**config.mk**
```make
export PLATFORM = sky130hd
export DESIGN_NAME = tmds_decoder
export DESIGN_NICKNAME = d
export VERILOG_FILES = /design/src/rtl/tmds_decoder.sv
export SDC_FILE = /design/constraint.sdc
export NUM_CORES = 1
export LEC_CHECK = 0
export ABC_AREA = 1
export ABC_CLOCK_PERIOD_IN_PS = 1990
export CELL_PAD_IN_SITES_DETAIL_PLACEMENT = 0
export CELL_PAD_IN_SITES_GLOBAL_PLACEMENT = 2
export CORE_UTILIZATION = 32
export CTS_CLUSTER_DIAMETER = 150
export DETAILED_ROUTE_END_ITERATION = 6
export PLACE_DENSITY = 0.8
export SLEW_MARGIN = 20
export SYNTH_ARGS = -nofsm -noshare
export SYNTH_HDL_FRONTEND = slang
export SYNTH_SLANG_ARGS = --single-unit
```
**constraint.sdc**
```tcl
create_clock -name clk_i -period 1.99 [get_ports clk_i]
set_input_delay 0.4975 -clock clk_i [delete_from_list [all_inputs] [get_ports clk_i]]
set_output_delay 0.4975 -clock clk_i [all_outputs]
set_load 0.02 [all_outputs]
```
**src/rtl/tmds_decoder.sv**
```systemverilog
// TMDS receive channel decoder: finds the word boundary by hunting control tokens, then decodes.
// Optional TMDS_ERR_CNT_EN adds a saturating symbol-error counter on err_cnt_o.
module tmds_decoder #(
   parameter int unsigned LOCK_CNT   = 8,
   parameter int unsigned SEARCH_LEN = 2048,
   parameter int unsigned LOSS_CNT   = 4096
) (
   input  logic        clk_i,
   input  logic        rst_i,
   input  logic [9:0]  sym_i,
   output logic        de_o,
   output logic [7:0]  data_o,
   output logic [1:0]  ctrl_o,
   output logic        locked_o,
`ifdef TMDS_ERR_CNT_EN
   output logic [15:0] err_cnt_o,
`endif
   output logic [3:0]  offset_o
);

   localparam int unsigned RunW  = (LOCK_CNT   > 1) ? $clog2(LOCK_CNT + 1) : 1;
   localparam int unsigned SrchW = (SEARCH_LEN > 1) ? $clog2(SEARCH_LEN)   : 1;
   localparam int unsigned LossW = (LOSS_CNT   > 1) ? $clog2(LOSS_CNT)     : 1;

   localparam logic [RunW-1:0]  RunLast  = RunW'(LOCK_CNT - 1);
   localparam logic [SrchW-1:0] SrchLast = SrchW'(SEARCH_LEN - 1);
   localparam logic [LossW-1:0] LossLast = LossW'(LOSS_CNT - 1);

   typedef enum logic [0:0] {StHunt, StLocked} state_e;

   state_e           state_q, state_d;
   logic [3:0]       offset_q, offset_d;
   logic [RunW-1:0]  run_q, run_d;
   logic [SrchW-1:0] srch_q, srch_d;
   logic [LossW-1:0] loss_q, loss_d;

   logic [9:0]  prev_q;
   logic [9:0]  win_q;
   logic [19:0] cat;
   logic [9:0]  win;

   logic        tok;
   logic [1:0]  tok_c;
   logic [7:0]  dec;
   logic        locked_d;

   logic        de_q;
   logic [7:0]  data_q;
   logic [1:0]  ctrl_q;

   function automatic logic [7:0] tmds_dec(input logic [9:0] s);
      logic [7:0] d;
      logic [7:0] q;
      d    = s[9] ? ~s[7:0] : s[7:0];
      q[0] = d[0];
      for (int i = 1; i < 8; i++) begin
         q[i] = s[8] ? (d[i] ^ d[i-1]) : ~(d[i] ^ d[i-1]);
      end
      return q;
   endfunction

   // Window across the previous and current words; offset selects the first wire bit.
   always_comb begin
      cat = {sym_i, prev_q};
      win = cat[9:0];
      for (int k = 1; k < 10; k++) begin
         if (offset_q == 4'(k)) win = cat[k +: 10];
      end
   end

   always_ff @(posedge clk_i or posedge rst_i) begin
      if (rst_i) begin
         prev_q <= '0;
         win_q  <= '0;
      end else begin
         prev_q <= sym_i;
         win_q  <= win;
      end
   end

   always_comb begin
      tok   = 1'b1;
      tok_c = 2'b00;
      case (win_q)
         10'b1101010100: tok_c = 2'b00;
         10'b0010101011: tok_c = 2'b01;
         10'b0101010100: tok_c = 2'b10;
         10'b1010101011: tok_c = 2'b11;
         default:        tok   = 1'b0;
      endcase
   end

   assign dec = tmds_dec(win_q);

   always_comb begin
      state_d  = state_q;
      offset_d = offset_q;
      run_d    = run_q;
      srch_d   = srch_q;
      loss_d   = loss_q;
      unique case (state_q)
         StHunt: begin
            loss_d = '0;
            // Lock takes priority over an offset advance landing on the same cycle.
            if (tok && (run_q >= RunLast)) begin
               state_d = StLocked;
               run_d   = '0;
               srch_d  = '0;
            end else if (srch_q >= SrchLast) begin
               offset_d = (offset_q >= 4'd9) ? 4'd0 : offset_q + 4'd1;
               run_d    = '0;
               srch_d   = '0;
            end else begin
               srch_d = srch_q + 1'b1;
               run_d  = tok ? run_q + 1'b1 : '0;
            end
         end
         StLocked: begin
            run_d  = '0;
            srch_d = '0;
            if (tok) begin
               loss_d = '0;
            end else if (loss_q >= LossLast) begin
               state_d = StHunt;
               loss_d  = '0;
            end else begin
               loss_d = loss_q + 1'b1;
            end
         end
         default: state_d = StHunt;
      endcase
   end

   always_ff @(posedge clk_i or posedge rst_i) begin
      if (rst_i) begin
         state_q  <= StHunt;
         offset_q <= '0;
         run_q    <= '0;
         srch_q   <= '0;
         loss_q   <= '0;
      end else begin
         state_q  <= state_d;
         offset_q <= offset_d;
         run_q    <= run_d;
         srch_q   <= srch_d;
         loss_q   <= loss_d;
      end
   end

   // Gate on the next state so de drops on the same edge that leaves LOCKED.
   assign locked_d = (state_d == StLocked);

   always_ff @(posedge clk_i or posedge rst_i) begin
      if (rst_i) begin
         de_q   <= 1'b0;
         data_q <= '0;
         ctrl_q <= '0;
      end else begin
         de_q   <= locked_d && !tok;
         data_q <= (locked_d && !tok) ? dec : 8'h00;
         if (tok) ctrl_q <= tok_c;
      end
   end

`ifdef TMDS_ERR_CNT_EN
   logic [15:0] err_q, err_d;
   logic [3:0]  ones;
   logic        sym_err;

   always_comb begin
      ones = '0;
      for (int k = 0; k < 8; k++) begin
         ones = ones + 4'(dec[k]);
      end
      // Imbalance |ones - zeros| > 4 means fewer than 2 or more than 6 ones.
      sym_err = !tok && ((win_q[9:8] == 2'b00) || (ones < 4'd2) || (ones > 4'd6));
      err_d   = err_q;
      if ((state_q == StLocked) && (state_d == StHunt)) begin
         err_d = '0;
      end else if ((state_q == StLocked) && sym_err && (err_q != 16'hFFFF)) begin
         err_d = err_q + 16'd1;
      end
   end

   always_ff @(posedge clk_i or posedge rst_i) begin
      if (rst_i) err_q <= '0;
      else       err_q <= err_d;
   end

   assign err_cnt_o = err_q;
`endif

   assign de_o     = de_q;
   assign data_o   = data_q;
   assign ctrl_o   = ctrl_q;
   assign locked_o = (state_q == StLocked);
   assign offset_o = offset_q;

endmodule

```
==> results.yml <==
placed_design:
  port_buffers: 27
  dp.cells: 727
  hpwlAfterDp_um: 7230
  place_congestion: 0.775
synthesis:
  synth_seq_cells: 63
  ys.flop_type: "dfrtp_1"
  syn_nets: 552
  synth_area_um2: 4090
  async_flop_share: 1.00
  yosysMostFrequentCell: "nand2_1"
  yosys-top-cells-count: "140 x nand2_1, 67 x inv_1, 63 x dfrtp_1"
  synth_edf_count: 0
  synth_cell_types: 38
  synth_area_leaders: "dfrtp_1 39%, nand2_1 13%, inv_1 6.1%"
  synth_cells: 525
  yosysTopAreaCellShare: 0.385
  synth_top_area_cell: "dfrtp_1"
  syn-mean-instance-area_um2: 7.79
  synth_warnings: 0
  yosysSeqAreaShare: 0.385
detailed_routing:
  wl_um: 9790
  drc_errors: 0
  wl_per_cell_um: 13.1
  antenna_left: 0
  firstDrtPassIters: 4
  drt_iter0_drc: 180
  num_vias: 3398
  viasPerCell: 4.55
power:
  total_power_uw: 3400
  p_leak_uw: 0.00246
  vdd_drop_max_mv: 0.414
  pwr_density_cell_nw_per_um2: 667
global_routing:
  grt_pass1_vias: 3431
  grt_max_degree: 64
  grt.total_usage: 0.167
  antenna_found_initial: 0
  grt-ovfl-total: 0
  grt_pass1_wl_um: 16900
die:
  pin_count: 28
  core_um2: 12200
  start_util: 0.335
  fp.dieH_um: 115
  placementRows: 40
  die_w_um: 115
  dieArea_um2: 13200
setup_path:
  critPathRequiredTime_ns: 1.49
  r2r_end: "win_q[6]"
  end_kind: "output port"
  slowest_delay_ns: 0.64
  r2r_cells: 14
  crit_path_top_delay_cell: "clkdlybuf4s50_1"
  cp_cell_sequence: "clkdlybuf4s50_1"
  worst-path-buf-inv: 1
  startpoint_type: "flip-flop"
  worstReg2RegStart: "offset_o[1]"
  critPathKind: "reg2out"
  crit_family: "buffers and inverters"
  arrival_ns: 1.41
  reg2reg_slack_ns: 0.21
  cp_max_fo: 5
sta:
  max_slew.worst_pin.slew_ns: 0.509
  fin_setup_tns_ns: 0
  hold_violations: 0
  finalCritPeriodShare: 0.958
  rsz0062_at_grt: "true"
  final.min_clock_period_ns: 1.91
  holdWs_ns: 0.454
  slew-limit-headroom: 0.657
  max_freq_mhz: 525
  skew_ns: 0.00594
  setup_viol: 0
  slew_violations: 0
run_status:
  status: "complete, no violations"
final_layout:
  nNetsFinal: 601
  fillers: 1282
  drive_gt1_frac: 0.199
  n_antenna_cell: 0
  finalNonFillerCells: 747
  syn_to_final_growth_pct: 24.4
clock_network:
  clock_latency_ns: 0.34
  ctsLongestPathBuffers: 2
  cts-buffers-inserted: 9
  cts_tree: "yes"
  clock_sinks: 63
  path_clk_slew_ns: 0.06
  cts_root_buf: "clkbuf_16"
  htree_levels: 3
worst_hold_path:
  min_to: "srch_q[0]"
  holdPathStages: 1
  min-delay-start: "srch_q[0]"
  hold_path_class: "reg2reg"
run:
  cap_viol_max_count: 0
how the worst max path moves through the flow:
stage,startpoint,endpoint,slack (ns),cells past startpoint
after floorplan,offset_o[1],win_q[8],0.16,16
after global placement,offset_o[0],win_q[8],0.01,12
after detailed placement,offset_o[0],win_q[6],0.01,12
after CTS,offset_o[0],win_q[6],0.02,12
after global routing,win_q[6],offset_o[3],-0.01,11
final,offset_o[0],offset_o[0],0.08,1
sequential cells by signal, summed over array words and instances (netlist names):
name,count
srch_q,11
offset_o,4
ctrl_o,2
de_o,1
loss_q,12
locked_o,1
data_o,8
win_q,10
prev_q,10
run_q,4
power by group:
part | total (uW) | switching, uW | internal [uW]
Clock | 1850 | 626 | 1230
Sequential | 1330 | 22.5 | 1310
Combinational | 215 | 129 | 86.7
Total | 3400 | 777 | 2620
cell families (layout without fill, tap and decap cells):
logic type,Yosys count,count (layout),share of synthesized area
fa+ha+maj,15,15,0.0459
compound gates,58,58,0.0759
flops,63,63,0.385
xor+xnor,25,25,0.0535
buf+inv,100,154,0.113
simple gates,264,264,0.326
cells in the final DEF, fill, tap and decap left out, types with 4 or more instances in the layout:
cell type	synthesis	final
dfrtp_1	63	63
clkdlybuf4s50_1	0	25
clkbuf_16	0	9
o21ai_0	26	25
nand3_1	39	39
buf_4	2	19
nor3_1	6	5
buf_12	1	8
nand3_2	17	17
a21oi_1	24	24
nor2_4	8	8
nor2_2	12	12
nand2_2	2	4
nor2_1	26	26
inv_1	67	63
xor2_1	16	16
nand2_1	140	138
inv_2	16	18
xnor2_1	9	9
ha_1	15	14
routing by layer:
layer | part of all wire | vias up | GRT usage | wire (um)
li1 | - | 1732 | - | -
met1 | 0.49 | 1600 | 0.219 | 4790
met2 | 0.46 | 51 | 0.265 | 4510
met3 | 0.028 | 15 | 0.0300 | 278
met4 | 0.021 | 0 | 0.0797 | 208
met5 | 0 | - | 0 | 0
final cells by class:
class,instances,area [um2],share of cell area
Multi-Input combinational cell,362,2060,0.405
Sequential cell,63,1580,0.310
Timing Repair Buffer,54,571,0.112
Inverter,84,325,0.0639
Clock buffer,9,225,0.0442
Tap cell,168,210,0.0413
Clock inverter,7,120,0.0236
through the flow:
stage	cell area (um2)	utilization	setup slack (ns)
floorplan	4090	-	0.158
global placement	4680	0.383	0.0115
detailed placement	4680	0.383	0.00977
CTS	5020	0.411	0.0228
finish	5090	0.417	0.0838
global route	5090	0.417	-0.0131
worst reg2reg max path: stages (launching register included):
cell and delay (ns):
dfrtp_1 0.42, inv_1 0.09, ha_1 0.23, buf_4 0.19
nand3_1 0.10, nand3_2 0.10, nand3_2 0.06, nand3_1 0.09
nand2_1 0.07, nand2_1 0.06, nand2_1 0.06, nand2_1 0.06
nand2_1 0.05, nand2_1 0.05, nand2_1 0.05
what timing repair did:
| action | in CTS | in global routing |
|---|---|---|
| pin swaps | 1 | 1 |
| resized for setup | 2 | 7 |
| hold buffers | 0 | 0 |
| endpoints found under the setup margin | 4 | 12 |
| setup buffers | 0 | 4 |
Power figures use the tool's default switching activity.
